### config.mk
export PLATFORM = sky130hd
export DESIGN_NAME = itrx_aib_phy_nchan_rst_seq
export DESIGN_NICKNAME = d
export VERILOG_FILES = /design/src/rtl/itrx_aib_phy_rst_seq_pkg.sv /design/src/rtl/itrx_aib_phy_rst_seq_chan.sv /design/src/rtl/itrx_aib_phy_nchan_rst_seq.sv
export SDC_FILE = /design/constraint.sdc
export NUM_CORES = 1
export LEC_CHECK = 0
export CORE_MARGIN = 2
export CORE_UTILIZATION = 35
export DETAILED_ROUTE_END_ITERATION = 7
export HOLD_SLACK_MARGIN = 0.08
export PLACE_DENSITY = 0.62
export SYNTH_ARGS = -nofsm -noshare
export SYNTH_HDL_FRONTEND = slang
export SYNTH_SLANG_ARGS = --single-unit
### constraint.sdc
create_clock -name clk -period 3.5 [get_ports clk]
set_input_delay 0.525 -clock clk [delete_from_list [all_inputs] [get_ports clk]]
set_output_delay 0.525 -clock clk [all_outputs]
set_load 0.005 [all_outputs]
### src/rtl/itrx_aib_phy_rst_seq_pkg.sv
// Shared definitions for the AIB per-channel bring-up sequencer.
package itrx_aib_phy_rst_seq_pkg;

    localparam int ST_W = 3;

    // Per-channel bring-up state; the encoding is visible on the debug bus.
    typedef enum logic [ST_W-1:0] {
        ST_IDLE     = 3'd0,
        ST_WAIT_DET = 3'd1,
        ST_REL_PHY  = 3'd2,
        ST_REL_RSTN = 3'd3,
        ST_REL_ADAP = 3'd4,
        ST_READY    = 3'd5,
        ST_ERR      = 3'd6,
        ST_ILLEGAL  = 3'd7
    } chan_state_e;

    // Packs one channel state into its field of the debug bus.
    function automatic logic [ST_W-1:0] dbg_field(input chan_state_e st);
        return st;
    endfunction

endpackage

### src/rtl/itrx_aib_phy_rst_seq_chan.sv
// One AIB channel: input synchronisers, delay/timeout counter and bring-up FSM.
module itrx_aib_phy_rst_seq_chan
    import itrx_aib_phy_rst_seq_pkg::*;
#(
    parameter int              CNTW    = 16,
    parameter logic [CNTW-1:0] DET_DLY = 16'd64,
    parameter logic [CNTW-1:0] RST_DLY = 16'd32,
    parameter logic [CNTW-1:0] TMO     = 16'hFFFF
) (
    input  logic            clk,
    input  logic            rst,
    input  logic            ms_nsl,
    input  logic            chan_en,
    input  logic            device_detect,
    input  logic            rstn_in,
    input  logic            adap_rstn_in,
    output logic            adapt_rstn,
    output logic            rstn_out,
    output logic            adap_rstn_out,
    output logic            chan_ready,
    output logic            chan_err,
    output logic [ST_W-1:0] state_dbg
);

    localparam logic [CNTW-1:0] DET_LAST = DET_DLY - CNTW'(1);
    localparam logic [CNTW-1:0] RST_LAST = RST_DLY - CNTW'(1);
    localparam logic [CNTW-1:0] TMO_LAST = TMO - CNTW'(1);

    // Synchroniser bit order: {device_detect, rstn_in, adap_rstn_in}.
    logic [2:0] sync1_d, sync1_q, sync2_d, sync2_q;
    logic       det_s, rstn_in_s, adap_rstn_in_s;

    chan_state_e     state_d, state_q;
    logic [CNTW-1:0] cnt_d, cnt_q, cnt_inc;
    logic            adapt_rstn_d, adapt_rstn_q;
    logic            rstn_out_d, rstn_out_q;
    logic            adap_rstn_out_d, adap_rstn_out_q;
    logic            chan_ready_d, chan_ready_q;
    logic            chan_err_d, chan_err_q;

    // Two-stage synchroniser next values for the asynchronous pins.
    always_comb begin
        sync1_d = {device_detect, rstn_in, adap_rstn_in};
        sync2_d = sync1_q;
    end

    assign det_s          = sync2_q[2];
    assign rstn_in_s      = sync2_q[1];
    assign adap_rstn_in_s = sync2_q[0];

    // Next state and counter; abort on chan_en=0 overrides everything else.
    always_comb begin
        state_d = state_q;
        cnt_d   = cnt_q;
        cnt_inc = (cnt_q == '1) ? cnt_q : cnt_q + CNTW'(1);
        case (state_q)
            ST_IDLE: begin
                if (chan_en) begin
                    state_d = ST_WAIT_DET;
                    cnt_d   = '0;
                end
            end
            ST_WAIT_DET: begin
                if (!det_s) begin
                    cnt_d = '0;
                end else if (cnt_q == DET_LAST) begin
                    state_d = ST_REL_PHY;
                    cnt_d   = '0;
                end else begin
                    cnt_d = cnt_inc;
                end
            end
            ST_REL_PHY: begin
                if (!det_s) begin
                    state_d = ST_IDLE;
                    cnt_d   = '0;
                end else if (cnt_q == RST_LAST) begin
                    state_d = ST_REL_RSTN;
                    cnt_d   = '0;
                end else begin
                    cnt_d = cnt_inc;
                end
            end
            ST_REL_RSTN: begin
                if (!det_s) begin
                    state_d = ST_IDLE;
                    cnt_d   = '0;
                end else if (rstn_in_s) begin
                    state_d = ST_REL_ADAP;
                    cnt_d   = '0;
                end else if (cnt_q == TMO_LAST) begin
                    state_d = ST_ERR;
                    cnt_d   = '0;
                end else begin
                    cnt_d = cnt_inc;
                end
            end
            ST_REL_ADAP: begin
                if (!det_s) begin
                    state_d = ST_IDLE;
                    cnt_d   = '0;
                end else if (adap_rstn_in_s) begin
                    state_d = ST_READY;
                    cnt_d   = '0;
                end else if (cnt_q == TMO_LAST) begin
                    state_d = ST_ERR;
                    cnt_d   = '0;
                end else begin
                    cnt_d = cnt_inc;
                end
            end
            ST_READY: begin
                if (!det_s || !rstn_in_s) begin
                    state_d = ST_IDLE;
                    cnt_d   = '0;
                end
            end
            ST_ERR: begin
                state_d = ST_ERR;
            end
            default: begin
                state_d = ST_IDLE;
                cnt_d   = '0;
            end
        endcase
        if (state_q != ST_IDLE && !chan_en) begin
            state_d = ST_IDLE;
            cnt_d   = '0;
        end
    end

    // Output decode from the next state so each output flop switches on the
    // same edge as the state register. In slave ordering the local releases
    // are echoes, which makes them follow the partner by one state step.
    always_comb begin
        adapt_rstn_d    = (state_d == ST_REL_PHY) || (state_d == ST_REL_RSTN) ||
                          (state_d == ST_REL_ADAP) || (state_d == ST_READY);
        rstn_out_d      = (state_d == ST_REL_ADAP) || (state_d == ST_READY) ||
                          ((state_d == ST_REL_RSTN) && ms_nsl);
        adap_rstn_out_d = (state_d == ST_READY) ||
                          ((state_d == ST_REL_ADAP) && ms_nsl);
        chan_ready_d    = (state_d == ST_READY);
        chan_err_d      = (state_d == ST_ERR);
    end

    // State, counter, synchroniser and output registers.
    always_ff @(posedge clk or posedge rst) begin
        if (rst) begin
            sync1_q         <= '0;
            sync2_q         <= '0;
            state_q         <= ST_IDLE;
            cnt_q           <= '0;
            adapt_rstn_q    <= 1'b0;
            rstn_out_q      <= 1'b0;
            adap_rstn_out_q <= 1'b0;
            chan_ready_q    <= 1'b0;
            chan_err_q      <= 1'b0;
        end else begin
            sync1_q         <= sync1_d;
            sync2_q         <= sync2_d;
            state_q         <= state_d;
            cnt_q           <= cnt_d;
            adapt_rstn_q    <= adapt_rstn_d;
            rstn_out_q      <= rstn_out_d;
            adap_rstn_out_q <= adap_rstn_out_d;
            chan_ready_q    <= chan_ready_d;
            chan_err_q      <= chan_err_d;
        end
    end

    assign adapt_rstn    = adapt_rstn_q;
    assign rstn_out      = rstn_out_q;
    assign adap_rstn_out = adap_rstn_out_q;
    assign chan_ready    = chan_ready_q;
    assign chan_err      = chan_err_q;
    assign state_dbg     = dbg_field(state_q);

endmodule

### src/rtl/itrx_aib_phy_nchan_rst_seq.sv
// NCHAN independent AIB bring-up sequencers plus the aggregate link-up flag.
module itrx_aib_phy_nchan_rst_seq
    import itrx_aib_phy_rst_seq_pkg::*;
#(
    parameter int              NCHAN   = 4,
    parameter int              CNTW    = 16,
    parameter logic [CNTW-1:0] DET_DLY = 16'd64,
    parameter logic [CNTW-1:0] RST_DLY = 16'd32,
    parameter logic [CNTW-1:0] TMO     = 16'hFFFF
) (
    input  logic                  clk,
    input  logic                  rst,
    input  logic                  ms_nsl,
    input  logic [NCHAN-1:0]      chan_en,
    input  logic [NCHAN-1:0]      device_detect,
    input  logic [NCHAN-1:0]      rstn_in,
    input  logic [NCHAN-1:0]      adap_rstn_in,
    output logic [NCHAN-1:0]      adapt_rstn,
    output logic [NCHAN-1:0]      rstn_out,
    output logic [NCHAN-1:0]      adap_rstn_out,
    output logic [NCHAN-1:0]      chan_ready,
    output logic [NCHAN-1:0]      chan_err,
    output logic                  all_ready,
    output logic [ST_W*NCHAN-1:0] state_dbg
);

    logic all_ready_d, all_ready_q;

    for (genvar g = 0; g < NCHAN; g++) begin : g_chan
        itrx_aib_phy_rst_seq_chan #(
            .CNTW    (CNTW),
            .DET_DLY (DET_DLY),
            .RST_DLY (RST_DLY),
            .TMO     (TMO)
        ) u_chan (
            .clk           (clk),
            .rst           (rst),
            .ms_nsl        (ms_nsl),
            .chan_en       (chan_en[g]),
            .device_detect (device_detect[g]),
            .rstn_in       (rstn_in[g]),
            .adap_rstn_in  (adap_rstn_in[g]),
            .adapt_rstn    (adapt_rstn[g]),
            .rstn_out      (rstn_out[g]),
            .adap_rstn_out (adap_rstn_out[g]),
            .chan_ready    (chan_ready[g]),
            .chan_err      (chan_err[g]),
            .state_dbg     (state_dbg[g*ST_W +: ST_W])
        );
    end

    // Link up when every enabled channel is ready and at least one is enabled.
    always_comb begin
        all_ready_d = (|chan_en) & (&(chan_ready | ~chan_en));
    end

    // Registered aggregate, one cycle behind chan_ready.
    always_ff @(posedge clk or posedge rst) begin
        if (rst) begin
            all_ready_q <= 1'b0;
        end else begin
            all_ready_q <= all_ready_d;
        end
    end

    assign all_ready = all_ready_q;

endmodule

======== Word-level counts from Yosys, hierarchy flattened ========
Cells that the tools add are included.
word-level totals
  register bits ........................... 121
  latch bits .............................. 0
  RAM bits ................................ 0
  bits in read-only memories .............. 0
  input bits .............................. 19
  memories kept ........................... 0
cells by class
  add/sub/neg operators ................... 4
  $mul .................................... 0
  div/mod/pow operators ................... 0
  order comparisons ....................... 0
  equal/unequal tests ..................... 72
  shift-type cells ........................ 0
  muxes and demuxes ....................... 108
  bitwise gates (word level) .............. 3
  reduce and logical (&&, ||, !) cells .... 66
operators with widths
  operator                                                count
  two-way mux 16 bit                                      52
  one-hot mux 16 bit (7 select lines)                     4
  two-way mux 3 bit                                       48
  == test 16 bit (second input constant)                  8
  one-hot mux 3 bit (7 select lines)                      4
  == test 3 bit (second input constant)                   24
  adder 16 x 1 -> 16 bit (second input constant)          4
  == test 16 x 5 -> 1 bit (second input constant)         4
  == test 16 x 6 -> 1 bit (second input constant)         4
  == test 3 x 2 -> 1 bit (second input constant)          16
  logical OR 1 bit                                        28
  == test 3 x 1 -> 1 bit (second input constant)          4
  logical AND 1 bit                                       12
  logical NOT 1 bit                                       12
  logical NOT 3 bit                                       4
  inequality test 3 x 1 -> 1 bit (second input constant)  4
  inequality test 3 x 2 -> 1 bit (second input constant)  4
  AND reduction 3 bit                                     4
  nonzero test 3 bit                                      4
  inequality test 2 x 1 -> 1 bit (second input constant)  4
  NOT 4 bit                                               1
  bitwise OR 4 bit                                        1
  AND reduction 4 bit                                     1
  OR reduction 4 bit                                      1
  AND 1 bit                                               1

======== Logic depth before layout (Yosys ltp) ========
Gate-level depths: netlist of the first run.
  depth in word-level cells ............... 10
  gate-level depth with buffers ........... 9
  depth with buffers taken out ............ 8

======== Cells and area by module ========
From an unflattened synthesis of the first run, not the netlist that was laid out.
unflattened totals
  cells, all modules ...................... 823
  area, all modules ....................... 7447.1 µm²
modules (own cells, without submodules)
  module                                            times used  cells each  area an instance (µm²)  seq. area each (µm²)
  itrx_aib_phy_rst_seq_chan (g_chan[1].u_chan ...)  2           210         1900.6                  750.7
  itrx_aib_phy_rst_seq_chan (g_chan[3].u_chan)      1           208         1871.8                  750.7
  itrx_aib_phy_rst_seq_chan (g_chan[0].u_chan)      1           185         1706.6                  750.7
  itrx_aib_phy_nchan_rst_seq                        1           10          67.6                    25.0

======== Worst setup path after synthesis of the first run ========
OpenSTA, ideal clock, no wires.
  kind .................................... flip-flop to flip-flop
  start point ............................. register g_chan[0].u_chan.cnt_q[10]
  end point ............................... register g_chan[0].u_chan.cnt_q[14]
  library setup time ...................... 0.126 ns
  data arrival time ....................... 2.200 ns
  setup slack ............................. 1.174 ns
  cell stages (with the launch flop) ...... 8
  buffers on the path ..................... 1
  period minus slack after synthesis ...... 2.326 ns
  path through ............................ dfrtp_1 > buf_6 > or4_4 > or4_4 > a2bb2oi_1 > a211oi_1 > and3_1 > a221o_1
on the way
  longest elaborated chain between the ends .. 7
  elaborated cells between the ends (all ways) .. 17
  those cells by class .................... add/sub (1); eq/ne (4); mux (12)
ends and longest elaborated chain
  what                                                      line                                                               source
  start, declared                                           itrx_aib_phy_rst_seq_chan.sv:34                                    logic [CNTW-1:0] cnt_d, cnt_q, cnt_inc;
  start signal, assigned                                    itrx_aib_phy_rst_seq_chan.sv:162                                   cnt_q <= cnt_d;
  adder 16 x 1 -> 16 bit or == test 16 bit (tied branches)  itrx_aib_phy_rst_seq_chan.sv:55                                    cnt_inc = (cnt_q == '1) ? cnt_q : cnt_q + CNTW'(1);
  two-way mux 16 bit                                        itrx_aib_phy_rst_seq_chan.sv:55
  two-way mux 16 bit                                        itrx_aib_phy_rst_seq_chan.sv:91, itrx_aib_phy_rst_seq_chan.sv:105
  two-way mux 16 bit, on equally long branches              itrx_aib_phy_rst_seq_chan.sv:102, itrx_aib_phy_rst_seq_chan.sv:88
  two-way mux 16 bit, on equally long branches              itrx_aib_phy_rst_seq_chan.sv:99, itrx_aib_phy_rst_seq_chan.sv:85
  one-hot mux 16 bit (7 select lines) *                     itrx_aib_phy_rst_seq_chan.sv:56                                    case (state_q)
  two-way mux 16 bit *                                      itrx_aib_phy_rst_seq_chan.sv:126                                   if (state_q != ST_IDLE && !chan_en) begin
Mark *: on every way between the ends. The rest lies on a longest branch, timed or not.
A chain may end at the register's enable or synchronous reset.

======== Final worst setup path of the first run ========
  start point ............................. register g_chan[0].u_chan.cnt_q[10]
  end point ............................... register g_chan[0].u_chan.cnt_q[15]
The elaborated chain is that of the path after synthesis.

==> out/metrics.yaml, run 1 <==
status:
  status: "completed"
hold_path:
  worstHoldPathType: "flop to flop"
  whs_path_depth: 0
timing:
  min_period_ns: 2.804
  finalMaxSlewViolations: 0
  rsz0062_at_grt: "false"
  fin_tns_setup_ns: 0
  maxSlewHeadroom_pct: 35.01
  finalHoldViolations: 0
  fin_skew_ns: 0.008055
  period_share_pct: 80.11
  fmax_mhz: 356.6
  worst_slew_pin_slew_ns: 0.9660
  finalSetupViolations: 0
route:
  drtIter0Drc: 538
  drt_wl_total_mm: 17.34
  detail_route.first_pass.iterations: 7
  vias: 6111
  drc: 0
  routedWlPerCell_um: 15.76
  vias_per_cell: 5.555
  ant_nets: 0
grt:
  grt_use_total_pct: 16.64
  antenna_found_initial: 0
  grt_pass1_vias: 5604
  grt_max_degree: 93
  grt-ovfl-total: 0
  grt_pass1_wl_mm: 29.00
synth:
  syn_nets: 831
  synth.ff_latch_count: 121
  yosysSeqAreaShare_pct: 43.24
  avgSynthCellArea_sq_um: 8.710
  syn_area_sq_mm: 0.007003
  synth_cell_types: 66
  synth.yosys.warnings: 0
  synth_cells: 804
  synthArstFlopShare_pct: 100.0
  synth-edff-count: 0
  synth_flop_cell: "dfrtp_1"
cells_and_area:
  multi_input_area_sq_mm: 0.003565
  nNetsFinal: 849
  fin_util_pct: 42.36
  area_growth_pct: 18.10
  layout-drive-gt1-share_pct: 7.186
  ff_latch_area_sq_mm: 0.003028
  n_antenna_cell: 0
  layout.filler_cells: 1931
  final_common_cell: "dfrtp_1"
  layout_common_cells: "121 x dfrtp_1, 86 x nor2_1, 68 x nand2_1, 58 x a21oi_1, 51 x clkdlybuf4s50_1"
clocking:
  clk_pin_slew_worst_paths_ns: 0.06
  cts_hold_buf: 0
  post-cts-setup-buffers: 0
  htree_levels: 4
  cts_tree: "built"
  clock_path_buffers: 2
  clock_latency_ns: 0.42
  cts_root_buf: "clkbuf_16"
  numCtsBuffers: 17
  cts_sinks: 121
  cts_resized: 0
floorplanning:
  initial_core_util_pct: 35.86
  ioPinCount: 52
  die_w_um: 145.5
  rows: 51
  core_sq_mm: 0.01953
  die_y_um: 145.5
  die-area_sq_mm: 0.02116
critical_path:
  worstPathArrival_ns: 3.09
  cp-end-kind: "flop"
  worstPathRequired_ns: 3.79
  critPathKind: "flop to flop"
  cp_max_fo: 7
  rr_worst_depth: 7
  cp-start-kind: "flop"
power:
  ir_worst_vdd_mv: 0.3582
  p_leak_uw: 0.003266
  p_per_area_mw_per_mm2: 481.0
place:
  hpwl_mm: 11.77
  portBuffers: 51
  gp_congestion: 0.8449
run:
  max_cap_viol_count: 0
-- worst max-delay path, cell delays in order, from the launching register on --
cell and delay, ns:
dfrtp_1 0.46, or4_4 0.55, or4_4 0.56, a2bb2oi_1 0.18
a211oi_1 0.20, buf_4 0.22, nor2_1 0.39, nor2_1 0.11
-- flip-flops by register name, indices dropped and copies added (netlist names) --
register and flops:
all_ready 1, g_chan.u_chan.adap_rstn_out 4, g_chan.u_chan.adapt_rstn 4, g_chan.u_chan.chan_err 4
g_chan.u_chan.chan_ready 4, g_chan.u_chan.cnt_q 64, g_chan.u_chan.rstn_out 4, g_chan.u_chan.state_dbg 12
g_chan.u_chan.sync1_q 12, g_chan.u_chan.sync2_q 12
-- kinds of logic (layout without fill, tap and decap cells) --
kind of cell	Yosys count	after routing	share of synthesized area (%)
and+or+nand+nor	367	367	27.73
adders and majority gates	8	8	1.429
buffers and inverters	87	118	5.932
AOI/OAI and AO/OA	185	185	16.90
xor gates and xnor gates	22	22	2.752
muxes	14	14	2.019
DFF	121	121	43.24
-- final cells by class --
class | instances | share of cell area [%]
flip-flops and latches | 121 | 36.61
multi-input cells | 596 | 43.10
clock buffers | 18 | 5.189
well taps | 265 | 4.009
repair buffers | 61 | 7.231
clock inverters | 14 | 2.678
inverters | 25 | 1.180
-- power breakdown --
group          internal, uW  switching, uW
Combinational           190            306
Sequential             1440           85.4
Clock                  1270            689
-- per-stage QoR --
| stage | power, uW | std cells | cell area [sq um] | worst slack, ns | hold WS [ns] |
|---|---|---|---|---|---|
| after detailed placement | 2037 | 1068 | 7620 | 0.7236 | 0.3347 |
| after global routing | 4157 | 1100 | 8270 | 0.4843 | 0.3592 |
| after floorplan | 1870 | 804 | 7007 | 1.174 | 0.3312 |
| final | 3978 | 1100 | 8270 | 0.6961 | 0.3462 |
| after global placement | 2035 | 1068 | 7620 | 0.7675 | 0.3316 |
| after CTS | 4015 | 1100 | 8270 | 0.7010 | 0.3481 |
-- layer usage --
layer | vias to the layer above | track usage, % | wire length (um)
met1 | 2945 | 24.00 | 8500
met2 | 161 | 24.60 | 7750
li1 | 2981 | - | -
met3 | 24 | 3.856 | 814
met5 | - | 0 | 0
met4 | 0 | 5.637 | 269
-- cell usage after synthesis (all sizes together), types with 3 or more instances --
master / count / share of area (%)
nor3: 21 / 1.6
nand4: 28 / 2.5
o211ai: 8 / 0.86
or4: 10 / 1.2
a22o: 6 / 0.75
nor4b: 4 / 0.50
clkbuf: 35 / 1.9
nor4bb: 3 / 0.43
and4: 10 / 1.3
nand2b: 6 / 0.54
and3: 19 / 1.7
o22ai: 13 / 1.2
o21ai: 35 / 2.5
o31ai: 7 / 0.75
ha: 8 / 1.4
nor2: 87 / 4.8
a31oi: 14 / 1.3
nor2b: 6 / 0.54
nand3b: 7 / 0.75
inv: 25 / 1.3
nor3b: 6 / 0.64
or2: 6 / 0.54
nand2: 68 / 3.6
a311oi: 3 / 0.38
dfrtp: 121 / 43
buf: 27 / 2.7
a41oi: 4 / 0.50
a21o: 5 / 0.54
or3: 4 / 0.36
xnor2: 13 / 1.6
a211oi: 7 / 0.82
a21oi: 58 / 4.1
xor2: 9 / 1.1
mux2i: 13 / 1.9
nand3: 49 / 3.5
a2bb2oi: 4 / 0.50
and2: 6 / 0.54
a32o: 3 / 0.43
nor4: 19 / 1.7
-- final timing paths --
check                           slack, ns                                    from                                endpoint
worst min register to register       0.35   g_chan[1].u_chan.sync1_q[2]$_DFF_PP0_   g_chan[1].u_chan.sync2_q[2]$_DFF_PP0_
worst max register to register       0.70  g_chan[0].u_chan.cnt_q[10]$_DFFE_PP0P_  g_chan[0].u_chan.cnt_q[15]$_DFFE_PP0P_
min in group asynchronous            0.41                                     rst   g_chan[2].u_chan.adapt_rstn$_DFF_PP0_
max in group asynchronous            2.29                                     rst   g_chan[1].u_chan.cnt_q[1]$_DFFE_PP0P_
worst min-delay path                 0.35   g_chan[1].u_chan.sync1_q[2]$_DFF_PP0_   g_chan[1].u_chan.sync2_q[2]$_DFF_PP0_
worst max-delay path                 0.70  g_chan[0].u_chan.cnt_q[10]$_DFFE_PP0P_  g_chan[0].u_chan.cnt_q[15]$_DFFE_PP0P_
(Power assumes the default switching activity.)
==> run 2: changes to the inputs <==
PLACE_DENSITY = 0.6   (was 0.62)
clock period = 2.8 ns   (was 3.5 ns; I/O delays follow)
==> out/metrics.yaml, run 2 (same netlist as run 1, synthesis figures left out) <==
clocking:
  clock_path_buffers: 2
  clock_latency_ns: 0.42
  clk_pin_slew_worst_paths_ns: 0.06
  cts_hold_buf: 0
  cts_resized: 0
  post-cts-setup-buffers: 0
  cts_sinks: 121
  numCtsBuffers: 17
  htree_levels: 4
  cts_root_buf: "clkbuf_16"
  cts_tree: "built"
timing:
  finalSetupViolations: 0
  finalMaxSlewViolations: 0
  maxSlewHeadroom_pct: 17.28
  min_period_ns: 2.484
  worst_slew_pin_slew_ns: 1.233
  fmax_mhz: 402.6
  setup_ws_ns: 0.3162
  fin_tns_setup_ns: 0
  period_share_pct: 88.71
  rsz0062_at_grt: "false"
  hold_ws_ns: 0.3465
  fin_skew_ns: 0.008948
  finalHoldViolations: 0
grt:
  antenna_found_initial: 0
  grt_pass1_wl_mm: 28.84
  grt_max_degree: 122
  grt-ovfl-total: 0
  grt_use_total_pct: 16.62
  grt_pass1_vias: 5597
power:
  pwr-share-seq_pct: 39.7
  switching_share_pct: 27.44
  p_int_uw: 3444
  power.switching_uw: 1302
  ir_worst_vdd_mv: 0.4460
  combinationalPowerShare_pct: 14.3
  p_leak_uw: 0.003323
  pwr-share-clk_pct: 46.0
  p_per_area_mw_per_mm2: 567.5
critical_path:
  crit_family: "simple AND/OR/NAND/NOR gates"
  worstPathRequired_ns: 3.08
  max_stage_delay_ns: 0.56
  critPathKind: "flop to flop"
  path_cells: "or4_4, or4_4, nor2_4, a211oi_1, a211oi_1, a21oi_1"
  cp_max_fo: 7
  worstPathArrival_ns: 2.76
  cp-end-kind: "flop"
  cp-start-kind: "flop"
  cp_slowest_cell: "or4_4"
  cp_num_buf_inv: 0
cells_and_area:
  layout_common_cells: "121 x dfrtp_1, 86 x nor2_1, 68 x nand2_1, 58 x a21oi_1, 51 x clkdlybuf4s50_1"
  nNetsFinal: 867
  final_common_cell: "dfrtp_1"
  layout-drive-gt1-share_pct: 9.272
  n_antenna_cell: 0
  area_growth_pct: 19.42
  largest-register: "g_chan.u_chan.cnt_q"
  largest_reg_flops: 64
route:
  drc: 0
  vias_per_cell: 5.448
  vias: 6085
  routedWlPerCell_um: 15.52
  ant_nets: 0
  detail_route.first_pass.iterations: 4
  drt_wl_total_mm: 17.33
  drtIter0Drc: 432
place:
  post-place-ws_ns: 0.1953
  hpwl_mm: 11.97
  portBuffers: 51
  gp_congestion: 0.8362
floorplanning:
  ioPinCount: 52
  rows: 51
  die_w_um: 145.5
  die-area_sq_mm: 0.02116
  die_y_um: 145.5
  initial_core_util_pct: 35.86
  core_sq_mm: 0.01953
run:
  max_cap_viol_count: 0
status:
  status: "completed"
hold_path:
  worstHoldPathType: "flop to flop"
-- run 2: cell types whose count changed in the layout (fill, tap and decap cells not counted), sizes merged --
| cell | delta |
|---|---|
| inv | -2 |
| bufinv | -3 |
| clkinv | -2 |
| clkinvlp | +4 |
| buf | +18 |
| clkbuf | +2 |
-- run 2: layout make-up --
type,instances,area [sq um]
Clock buffer,20,466.7
Clock inverter,11,122.6
Fill cell,1968,11160
Inverter,25,97.59
Multi-Input combinational cell,596,3571
Sequential cell,121,3028
Tap cell,265,331.6
Timing Repair Buffer,79,745.7
-- run 2: routing by layer --
layer | up-vias | GRT usage [%] | part of all wire, %
met5 | - | 0 | 0
met4 | 0 | 6.471 | 1.6
met3 | 23 | 3.448 | 3.6
met2 | 121 | 24.91 | 46
met1 | 2916 | 23.58 | 49
li1 | 3025 | - | -
-- run 2: final timing paths --
path,start,endpoint,slack (ns),cells after the start
worst max-delay path,g_chan[0].u_chan.cnt_q[10]$_DFFE_PP0P_,g_chan[0].u_chan.adap_rstn_out$_DFF_PP0_,0.32,6
worst min-delay path,g_chan[0].u_chan.sync1_q[2]$_DFF_PP0_,g_chan[0].u_chan.sync2_q[2]$_DFF_PP0_,0.35,0
worst max register to register,g_chan[0].u_chan.cnt_q[10]$_DFFE_PP0P_,g_chan[0].u_chan.adap_rstn_out$_DFF_PP0_,0.32,6
worst min register to register,g_chan[0].u_chan.sync1_q[2]$_DFF_PP0_,g_chan[0].u_chan.sync2_q[2]$_DFF_PP0_,0.35,0
max in group asynchronous,rst,g_chan[0].u_chan.sync1_q[0]$_DFF_PP0_,1.77,3
min in group asynchronous,rst,g_chan[2].u_chan.adapt_rstn$_DFF_PP0_,0.52,3
-- run 2: worst reg2reg max path: stages, from the launching register on --
cell and delay (ns):
dfrtp_1 0.45, or4_4 0.55, or4_4 0.56, nor2_4 0.12, a211oi_1 0.08, a211oi_1 0.42, a21oi_1 0.17
-- run 2: through the flow --
step / area (sq um) / total power [uW] / cells / util, %
global route: 8363 / 4980 / 1117 / 42.83
finish: 8363 / 4746 / 1117 / 42.83
CTS: 8363 / 4800 / 1117 / 42.83
global placement: 7774 / 2591 / 1086 / 39.81
detailed placement: 7774 / 2596 / 1086 / 39.81
floorplan: 7007 / 2338 / 804 / -
-- run 2: power by group through the flow --
stage / logic (uW) / registers [uW] / clock network [uW]
6_report: 679 / 1890 / 2180
5_1_grt: 765 / 1900 / 2320
4_1_cts: 683 / 1890 / 2230
2_1_floorplan: 469 / 1870 / 0
3_3_place_gp: 673 / 1920 / 0
3_5_place_dp: 679 / 1920 / 0
==> run 3: changes to the inputs <==
DONT_BUFFER_PORTS = 1   (was not set)
PLACE_DENSITY = 0.57   (was 0.6)
==> out/metrics.yaml, run 3 (same netlist as run 1, synthesis figures left out) <==
route:
  vias: 6022
  drc: 0
  drt_wl_total_mm: 17.43
  ant_nets: 0
  routedWlPerCell_um: 15.97
  detail_route.first_pass.iterations: 5
  drtIter0Drc: 553
  vias_per_cell: 5.520
clocking:
  numCtsBuffers: 17
  cts_root_buf: "clkbuf_16"
  cts_tree: "built"
  htree_levels: 4
  clk_pin_slew_worst_paths_ns: 0.06
  cts_resized: 0
  clock_path_buffers: 2
  post-cts-setup-buffers: 0
  cts_sinks: 121
  clock_latency_ns: 0.42
timing:
  fin_tns_setup_ns: 0
  finalHoldViolations: 0
  fin_skew_ns: 0.01058
  worst_slew_pin_slew_ns: 0.8883
  finalSetupViolations: 0
  min_period_ns: 2.542
  maxSlewHeadroom_pct: 40.42
  rsz0062_at_grt: "false"
  fmax_mhz: 393.4
  period_share_pct: 90.78
  finalMaxSlewViolations: 0
cells_and_area:
  ff_latch_area_sq_mm: 0.003028
  layout.filler_cells: 1935
  area_growth_pct: 15.54
  layout-drive-gt1-share_pct: 10.90
  n_antenna_cell: 0
  final_common_cell: "dfrtp_1"
  layout_common_cells: "121 x dfrtp_1, 86 x nor2_1, 68 x nand2_1, 58 x a21oi_1, 49 x nand3_1"
  final_cell_area_sq_mm: 0.008092
  largest-register: "g_chan.u_chan.cnt_q"
  nNetsFinal: 840
  largest_reg_flops: 64
  multi_input_area_sq_mm: 0.003571
floorplanning:
  die-area_sq_mm: 0.02116
  initial_core_util_pct: 35.86
  rows: 51
  ioPinCount: 52
  core_sq_mm: 0.01953
  die_y_um: 145.5
  die_w_um: 145.5
critical_path:
  cp_slowest_cell: "or4_4"
  crit_family: "simple AND/OR/NAND/NOR gates"
  worstPathArrival_ns: 2.85
  worstPathRequired_ns: 3.10
  max_stage_delay_ns: 0.56
  cp_max_fo: 7
  path_cells: "or4_4, or4_4, a2bb2oi_1, a211oi_1, and3_1, a221o_1"
  cp-end-kind: "flop"
  critPathKind: "flop to flop"
  cp_common_cell: "or4_4"
  cp_num_buf_inv: 0
  cp-start-kind: "flop"
power:
  p_per_area_mw_per_mm2: 603.5
  p_leak_uw: 0.003276
  ir_worst_vdd_mv: 0.4513
  fin_total_pwr_uw: 4883
hold_path:
  worstHoldPathType: "input pin to flop"
grt:
  grt_pass1_vias: 5491
  grt_pass1_wl_mm: 29.04
  grt-ovfl-total: 0
  grt_use_total_pct: 16.82
  antenna_found_initial: 0
  grt_max_degree: 39
place:
  placed_area_sq_mm: 0.007333
  gp_congestion: 0.8498
  hpwl_mm: 12.32
  portBuffers: 0
status:
  status: "completed"
run:
  max_cap_viol_count: 0
## run 3: area by class of cell
cell class / instances / area share, %
clock buffers: 20 / 5.644
clock inverters: 12 / 2.118
inverters: 25 / 1.206
multi-input cells: 596 / 44.13
flip-flops and latches: 121 / 37.42
well taps: 265 / 4.098
repair buffers: 52 / 5.381
## run 3: routing by layer
layer  share of wire (%)  global-route usage, %  wire length, um  vias to the layer above
li1                    -                      -                -                     2965
met1                  49                  24.08             8516                     2871
met2                  44                  25.21             7738                      170
met3                 5.5                  4.389              965                       16
met4                 1.2                  4.608              206                        0
met5                   0                      0                0                        -
## run 3: worst paths after layout
path | start | to | slack (ns) | cells past startpoint
worst max-delay path | g_chan[0].u_chan.cnt_q[10]$_DFFE_PP0P_ | g_chan[0].u_chan.cnt_q[14]$_DFFE_PP0P_ | 0.26 | 6
worst min-delay path | chan_en[0] | g_chan[0].u_chan.cnt_q[0]$_DFFE_PP0P_ | 0.15 | 1
worst max register to register | g_chan[0].u_chan.cnt_q[10]$_DFFE_PP0P_ | g_chan[0].u_chan.cnt_q[14]$_DFFE_PP0P_ | 0.26 | 6
worst min register to register | g_chan[0].u_chan.sync1_q[0]$_DFF_PP0_ | g_chan[0].u_chan.sync2_q[0]$_DFF_PP0_ | 0.34 | 0
max in group asynchronous | rst | g_chan[1].u_chan.cnt_q[13]$_DFFE_PP0P_ | 1.43 | 3
min in group asynchronous | rst | g_chan[2].u_chan.cnt_q[12]$_DFFE_PP0P_ | 0.66 | 2
## run 3: timing repair
item,4_1_cts,5_1_grt
setup endpoints to repair,0,0
hold endpoints to repair,45,0
hold buffers,13,0
## run 3: power breakdown
group          internal, uW  switching, uW
combinational           242            426
clock                  1530            832
sequential             1800           52.4
## run 3: per-stage QoR
stage / cells / utilization (%) / worst slack (ns) / hold slack, ns
after global routing: 1091 / 41.44 / 0.005842 / 0.1550
after global placement: 1046 / 37.56 / 0.2729 / 0.3346
after floorplan: 804 / - / 0.4739 / 0.3312
final: 1091 / 41.44 / 0.2580 / 0.1543
after CTS: 1091 / 41.44 / 0.2543 / 0.1340
after detailed placement: 1046 / 37.56 / 0.2725 / 0.3347
